### config.mk
export PLATFORM = sky130hd
export DESIGN_NAME = dcm_lock_ctrl_flat
export DESIGN_NICKNAME = d
export VERILOG_FILES = /design/src/rtl/dcm_lock_if.sv /design/src/rtl/dcm_lock_ctrl.sv /design/src/flat_wrapper.sv
export SDC_FILE = /design/constraint.sdc
export NUM_CORES = 1
export LEC_CHECK = 0
export CORE_MARGIN = 4
export CORE_UTILIZATION = 51
export CTS_CLUSTER_SIZE = 40
export DETAILED_ROUTE_END_ITERATION = 10
export PLACE_DENSITY_LB_ADDON = 0.2
export SYNTH_ARGS = -nofsm -noshare
export SYNTH_HDL_FRONTEND = slang
export SYNTH_SLANG_ARGS = --single-unit
### constraint.sdc
create_clock -name fclk -period 1.9 [get_ports fclk]
set_input_delay 0.38 -clock fclk [delete_from_list [all_inputs] [get_ports fclk]]
set_output_delay 0.38 -clock fclk [all_outputs]
set_load 0.01 [all_outputs]
### src/rtl/dcm_lock_if.sv
// Signal bundle between the lock controller and the DCM / downstream reset logic.
// master is the controller side; slave is the DCM and the reset consumers.
interface dcm_lock_if;
  logic       locked;
  logic       dcm_rst;
  logic       ready;
  logic       lock_lost;
  logic       fail;
  logic [2:0] retry_count;

  modport master (
    input  locked,
    output dcm_rst,
    output ready,
    output lock_lost,
    output fail,
    output retry_count
  );

  modport slave (
    output locked,
    input  dcm_rst,
    input  ready,
    input  lock_lost,
    input  fail,
    input  retry_count
  );
endinterface

### src/rtl/dcm_lock_ctrl.sv
// DCM reset/lock sequencer: pulses DCM reset, waits for a stable lock, retries
// on timeout or lock loss, and latches a sticky fail after too many attempts.
module dcm_lock_ctrl #(
  parameter int RST_PULSE_CYCLES = 4,
  parameter int LOCK_TIMEOUT     = 1048576,
  parameter int STABLE_CYCLES    = 1024,
  parameter int MAX_RETRIES      = 7,
  parameter int CNT_W            = 21
) (
  input  logic        fclk,
  input  logic        rst,
  dcm_lock_if.master  dcm,
  output logic [2:0]  state_dbg
);

  typedef enum logic [2:0] {
    S_PULSE = 3'd0,
    S_WAIT  = 3'd1,
    S_STAB  = 3'd2,
    S_READY = 3'd3,
    S_FAIL  = 3'd4
  } state_t;

  localparam logic [CNT_W-1:0] PULSE_LAST   = CNT_W'(RST_PULSE_CYCLES - 1);
  localparam logic [CNT_W-1:0] TIMEOUT_LAST = CNT_W'(LOCK_TIMEOUT - 1);
  localparam logic [CNT_W-1:0] STABLE_LAST  = CNT_W'(STABLE_CYCLES - 1);
  localparam logic [2:0]       MAX_RC       = 3'(MAX_RETRIES);

  state_t           state, state_n;
  logic [CNT_W-1:0] cnt, cnt_n;
  logic [2:0]       rc_n;
  logic             lost_n;
  logic             retry;
  logic             sync1, locked_s;

  assign state_dbg = state;

  // Two-flop synchronizer: locked comes from the DCM's output clock domain.
  always_ff @(posedge fclk or negedge rst) begin
    if (!rst) begin
      sync1    <= 1'b0;
      locked_s <= 1'b0;
    end else begin
      sync1    <= dcm.locked;
      locked_s <= sync1;
    end
  end

  always_comb begin
    state_n = state;
    cnt_n   = cnt + CNT_W'(1);
    rc_n    = dcm.retry_count;
    lost_n  = 1'b0;
    retry   = 1'b0;
    case (state)
      S_PULSE: begin
        if (cnt == PULSE_LAST) begin
          state_n = S_WAIT;
          cnt_n   = '0;
        end
      end
      S_WAIT: begin
        // A lock seen on the final timeout cycle still counts as a lock.
        if (locked_s) begin
          state_n = S_STAB;
          cnt_n   = '0;
        end else if (cnt == TIMEOUT_LAST) begin
          retry = 1'b1;
        end
      end
      S_STAB: begin
        if (!locked_s) begin
          state_n = S_WAIT;
          cnt_n   = '0;
        end else if (cnt == STABLE_LAST) begin
          state_n = S_READY;
          cnt_n   = '0;
          rc_n    = 3'd0;
        end
      end
      S_READY: begin
        cnt_n = '0;
        if (!locked_s) begin
          lost_n = 1'b1;
          retry  = 1'b1;
        end
      end
      S_FAIL: begin
        cnt_n = '0;
      end
      default: begin
        state_n = S_PULSE;
        cnt_n   = '0;
      end
    endcase

    if (retry) begin
      cnt_n = '0;
      if (dcm.retry_count == MAX_RC) begin
        state_n = S_FAIL;
      end else begin
        state_n = S_PULSE;
        rc_n    = (dcm.retry_count == 3'd7) ? 3'd7 : dcm.retry_count + 3'd1;
      end
    end
  end

  // Outputs are registered from the next state so they change on the same edge as state.
  always_ff @(posedge fclk or negedge rst) begin
    if (!rst) begin
      state           <= S_PULSE;
      cnt             <= '0;
      dcm.dcm_rst     <= 1'b1;
      dcm.ready       <= 1'b0;
      dcm.lock_lost   <= 1'b0;
      dcm.fail        <= 1'b0;
      dcm.retry_count <= 3'd0;
    end else begin
      state           <= state_n;
      cnt             <= cnt_n;
      dcm.dcm_rst     <= (state_n == S_PULSE) || (state_n == S_FAIL);
      dcm.ready       <= (state_n == S_READY);
      dcm.lock_lost   <= lost_n;
      dcm.fail        <= (state_n == S_FAIL);
      dcm.retry_count <= rc_n;
    end
  end

endmodule

### src/flat_wrapper.sv
// flat-port wrapper written by rule: the top's interface ports become plain ports
module dcm_lock_ctrl_flat 
#(
  parameter int RST_PULSE_CYCLES = 4,
  parameter int LOCK_TIMEOUT     = 1048576,
  parameter int STABLE_CYCLES    = 1024,
  parameter int MAX_RETRIES      = 7,
  parameter int CNT_W            = 21
)
  (fclk, rst, state_dbg, dcm_locked, dcm_dcm_rst, dcm_ready, dcm_lock_lost, dcm_fail, dcm_retry_count);
  dcm_lock_if dcm_i ();
  input  logic fclk;
  input  logic rst;
  output logic [2:0] state_dbg;
  input wire logic [$bits(dcm_i.locked)-1:0] dcm_locked;
  output wire logic [$bits(dcm_i.dcm_rst)-1:0] dcm_dcm_rst;
  output wire logic [$bits(dcm_i.ready)-1:0] dcm_ready;
  output wire logic [$bits(dcm_i.lock_lost)-1:0] dcm_lock_lost;
  output wire logic [$bits(dcm_i.fail)-1:0] dcm_fail;
  output wire logic [$bits(dcm_i.retry_count)-1:0] dcm_retry_count;
  assign dcm_i.locked = dcm_locked;
  assign dcm_dcm_rst = dcm_i.dcm_rst;
  assign dcm_ready = dcm_i.ready;
  assign dcm_lock_lost = dcm_i.lock_lost;
  assign dcm_fail = dcm_i.fail;
  assign dcm_retry_count = dcm_i.retry_count;
  dcm_lock_ctrl #(.RST_PULSE_CYCLES(RST_PULSE_CYCLES), .LOCK_TIMEOUT(LOCK_TIMEOUT), .STABLE_CYCLES(STABLE_CYCLES), .MAX_RETRIES(MAX_RETRIES), .CNT_W(CNT_W)) u_core (.fclk(fclk), .rst(rst), .dcm(dcm_i), .state_dbg(state_dbg));
endmodule
* After elaboration in Yosys (flattened, before gate mapping) *
Cells that the tools add are included.

operators by class
  muxes and demuxes = 23
  add/subtract/negate cells = 2
  reduce and logical (&&, ||, !) cells = 4
  equality and inequality tests = 10

operators by type and width
  operator               count
  $mux 21                5
  $pmux 21 s3            1
  $mux 3                 11
  $add 21x1->21 const B  1
  $eq 21x10->1 const B   1
  $eq 21x2->1 const B    1
  $eq 21x20->1 const B   1
  $pmux 3 s4             1
  $eq 3x2->1 const B     3
  $eq 3x3->1 const B     3
  $logic_not 3->1        2
  $mux 1                 4
  $add 3x1->3 const B    1
  $eq 3x1->1 const B     1
  $pmux 1 s2             1
  $reduce_or 2->1        1
  $logic_or 1x1->1       1

storage, ports and cells
  bits of input ports = 3
  bits in registers = 33
  output and inout port bits = 10

* Depth between registers and ports, before layout *
  word-level depth = 7
  mapped depth = 7
  depth with buffers taken out = 6

* Worst setup path after synthesis *
Ideal clock, no wire load.

  kind = register -> register
  from = register u_core.cnt[0]
  to = register u_core.dcm.fail
  path buffers = 0
  data required time = 1817 ps
  cell stages (with the launch flop) = 7
  library setup time = 83 ps
  data arrival time = 1720 ps
  setup slack = 97 ps
  clock period less this slack = 1803 ps
  path through = dfrtp_1 -> ha_1 -> nand3_4 -> nor4_4 -> a21oi_2 -> or4b_1 -> o21ai_0

between the ends
  longest elaborated chain between the ends = 6
  elaborated cells between the ends (all ways) = 12
  those cells by class = 4 x eq/ne; 8 x mux

RTL lines
  item                                                 line                                      source
  start, declared                                      dcm_lock_ctrl.sv:30                       logic [CNT_W-1:0] cnt, cnt_n;
  start signal, assigned                               dcm_lock_ctrl.sv:120                      cnt <= cnt_n;
  $eq 21x10->1 / $eq 21x20->1 (equally long branches)  dcm_lock_ctrl.sv:75, dcm_lock_ctrl.sv:67
  $mux 3 / $mux 1 (equally long branches)              dcm_lock_ctrl.sv:75, dcm_lock_ctrl.sv:67
  $mux 3 / $mux 1 (equally long branches)              dcm_lock_ctrl.sv:72, dcm_lock_ctrl.sv:64
  $pmux 3 s4 / $pmux 1 s2 (equally long branches)      dcm_lock_ctrl.sv:55                       case (state)
  $mux 3 *                                             dcm_lock_ctrl.sv:97                       if (retry) begin
  $eq 3x3->1 *                                         dcm_lock_ctrl.sv:124                      dcm.fail <= (state_n == S_FAIL);
  end signal, assigned                                 dcm_lock_ctrl.sv:124
  end, declared                                        dcm_lock_if.sv:16                         output fail,

Mark *: on every way between the ends. The rest lies on a longest branch, timed or not.

* Worst setup path after layout *
  from = register u_core.cnt[6]
  to = register u_core.dcm.fail

Same word-level chain as after synthesis.

==> run_results.csv <==
group,metric,value,unit
sta,fin_crit,2.02,ns
run,drv_cap,0,
sta,holdWs,0.364,ns
sta,tightest_slew,0.516,ns
synth,synthArstFlopShare,100,%
clock_tree,htreeDepth,2,
synth,synthFlopType,"dfrtp_1",
final_layout,fillers,226,
synth,synth_top_area_share,49.7,%
synth,yosys-mux-area-fraction,1.86,%
global_route,grt_first_pass_wirelength,5.89,mm
floorplan,initial_core_util,53.2,%
route,first_pass_iters,4,
synth,yosys.area.top_type,"dfrtp_1",
route,num_vias,1290,
sta,fmax,494,MHz
final_layout,seq_area,830,sq um
synth,syn_inst,155,
sta,rsz0062_at_grt,"true",
power_and_ir_drop,p_leak,0.843,nW
synth,synth_top_cells_by_area,"dfrtp_1, nor2_1, xnor2_1, xor2_1, nor4_4",
sta,setup_viol,27,
synth,yosysSeqAreaShare,51.4,%
synth,synth_compound_area_share,4.82,%
placement,io_buffers,12,
final_layout,post-route-util,70.4,%
power_and_ir_drop,power_switching_share,37.7,%
clock_tree,clockBufferDepth,2,
sta,slew_viol_final,0,
power_and_ir_drop,p_per_area,1050,nW/um^2
power_and_ir_drop,clkPwrFrac,17.0,%
route,drc,0,
route,wl_per_cell,15.8,microns
final_layout,multi_input_area,860,sq um
sta,fin_crit_sh,106,%
status,status,"finished with violations",
global_route,gr-total-overflow,0,
floorplan,core-area,3030,sq um
setup_path,max_stage_delay,0.56,ns
placement,dp_slack,-0.0610,ns
status,violations,"negative setup slack",
final_layout,mostFrequentLayoutCell,"dfrtp_1",
synth,synth_cell_types,34,
power_and_ir_drop,p_seq_share,40.8,%
synth,yosys_warnings,0,
worst_hold_path,min_path_type,"flop to flop",
route,antenna_left,0,
clock_tree,clk_pin_slew,0.11,ns
synth,synth_seq_cells,33,
sta,tns,-2.32,ns
global_route,grt_use_total,18.7,%
final_layout,n_antenna_cell,0,
setup_path,cp_max_fo,4,
floorplan,ios,13,
setup_path,path_cells,"nand4_1, nor4_4, a21oi_2, or4b_1, o21ai_1",
setup_path,cpMaxStageDelayCell,"or4b_1",
synth,synthAdderAreaFrac,2.33,%
clock_tree,cts_buffers,5,
setup_path,cp.required,2.16,ns
clock_tree,clkSinkCount,33,
setup_path,crit_family,"simple AND/OR/NAND/NOR gates",
clock_tree,cts_tree,"done",
route,vias_per_cell,5.42,
synth,syn-num-nets,161,
synth,synth_edf_count,0,
route,totalWireLength,3.75,mm
final_layout,nets,199,
clock_tree,cts_root_buf,"clkbuf_4",
setup_path,arrival,2.28,ns
setup_path,crit_type,"flop to flop",
global_route,antenna_found_initial,0,
sta,setup_slack,-0.123,ns
sta,relSlewSlack,65.3,%
power_and_ir_drop,fin_total_pwr,0.00224,W
synth,yosys.area_share.simple,26.8,%
synth,synth-xor-area-share,10.3,%
final_layout,syn_to_final_growth,32.3,%
setup_path,end_kind,"flop",
setup_path,worst_setup_path_start_kind,"flop",
floorplan,die_h,64.2,microns
setup_path,worst-path-buf-inv,0,
final_layout,drive_above_1_share,32.5,%
clock_tree,clk_latency,0.34,ns
power_and_ir_drop,internal_power,0.00140,W
placement,place.gp.congestion,0.820,
synth,synth_area,1610,sq um
route,drt_iter0_drc,44,
synth,syn_area_per_cell,10.4,sq um
placement,hpwl,2.36,mm
floorplan,num_rows,20,
power_and_ir_drop,ir_drop,0.489,mV
sta,finalClockSkew,0.0173,ns
power_and_ir_drop,combPwrFrac,42.2,%
final_layout,final_cell_mix,"dfrtp_1, buf_4, nor2_1",
sta,hold_viol,0,
global_route,grt_max_degree,34,
global_route,grt_pass1_vias,1282,
synth,synth_top_family_by_area,"simple AND/OR/NAND/NOR gates",
power_and_ir_drop,switching_power,0.000845,W
floorplan,die_w,64.2,microns
floorplan,dieArea,4120,sq um
==> worst reg2reg max path, cell delays in order (launching register included) <==
cell and delay, ns:
dfrtp_1 0.44, nand4_1 0.27, nor4_4 0.45, a21oi_2 0.11, or4b_1 0.56, o21ai_1 0.11
==> logic make-up after synthesis <==
| logic type | after synthesis |
|---|---|
| buffers and inverters | 10 |
| adder cells (fa/ha/maj) | 3 |
| multiplexers | 3 |
| AND/OR/NAND/NOR | 77 |
| flip-flops | 33 |
| AO/OA/AOI/OAI | 10 |
| XOR/XNOR | 19 |
==> area by class of cell <==
type / instances / area share (%)
Clock buffer: 6 / 1.94
Clock inverter: 2 / 0.470
Inverter: 8 / 1.41
Multi-Input combinational cell: 112 / 40.3
Sequential cell: 33 / 38.9
Tap cell: 44 / 2.58
Timing Repair Buffer: 33 / 14.3
==> registers in the layout, indices dropped and copies added, names as in the netlist <==
name / flops
u_core.dcm.ready: 1
u_core.dcm.retry_count: 3
u_core.dcm.fail: 1
u_core.dcm.dcm_rst: 1
u_core.locked_s: 1
u_core.sync1: 1
u_core.dcm.lock_lost: 1
u_core.cnt: 21
u_core.state_dbg: 3
==> worst paths after layout <==
path	slack, ns	cells past startpoint	start	endpoint
setup reg to reg	-0.12	5	u_core.cnt[6]$_DFF_PN0_	u_core.dcm.fail$_DFF_PN0_
min in group asynchronous	0.42	2	rst	u_core.cnt[2]$_DFF_PN0_
setup / recovery	-0.12	5	u_core.cnt[6]$_DFF_PN0_	u_core.dcm.fail$_DFF_PN0_
hold reg to reg	0.36	0	u_core.sync1$_DFF_PN0_	u_core.locked_s$_DFF_PN0_
hold / removal	0.36	0	u_core.sync1$_DFF_PN0_	u_core.locked_s$_DFF_PN0_
max in group asynchronous	1.14	2	rst	u_core.dcm.dcm_rst$_DFF_PN1_
==> cells in the mapped netlist (all sizes together), types with 2 or more instances <==
cell type and count:
dfrtp 32, nor2 32, xnor2 12, nand2 10, inv 8, nand4 7, xor2 7, nor3 6
nor4 6, nand3 5, and4 3, ha 3, mux2i 3, a211oi 2, a21oi 2, and3 2
buf 2, nand2b 2, o21ai 2
==> repair_timing <==
action,CTS,global route
endpoints found under the setup margin,26,27
buffers inserted,7,3
hold buffers,0,0
cloned,1,0
pin swaps,15,11
gates resized for setup,16,30
==> routing by layer <==
metal	track usage, %	wire length [microns]
met1	22.4	1580
met2	31.5	1990
met3	5.45	112
met4	7.12	63
met5	0	0
==> power groups by stage <==
stage	combinational, W	sequential (W)	clock [W]
floorplan	0.000321	0.000931	0
detailed placement	0.000617	0.000924	0
finish	0.000947	0.000915	0.000380
CTS	0.000768	0.000912	0.000388
global route	0.00102	0.000932	0.000432
global placement	0.000594	0.000911	0
==> per-stage QoR <==
| step | instance area (sq um) | std cells |
|---|---|---|
| after floorplan | 1610 | 155 |
| final | 2130 | 238 |
| after global placement | 1850 | 219 |
| after global routing | 2130 | 238 |
| after CTS | 2010 | 235 |
| after detailed placement | 1850 | 219 |
Note: power is estimated with default switching activity, not from simulation.
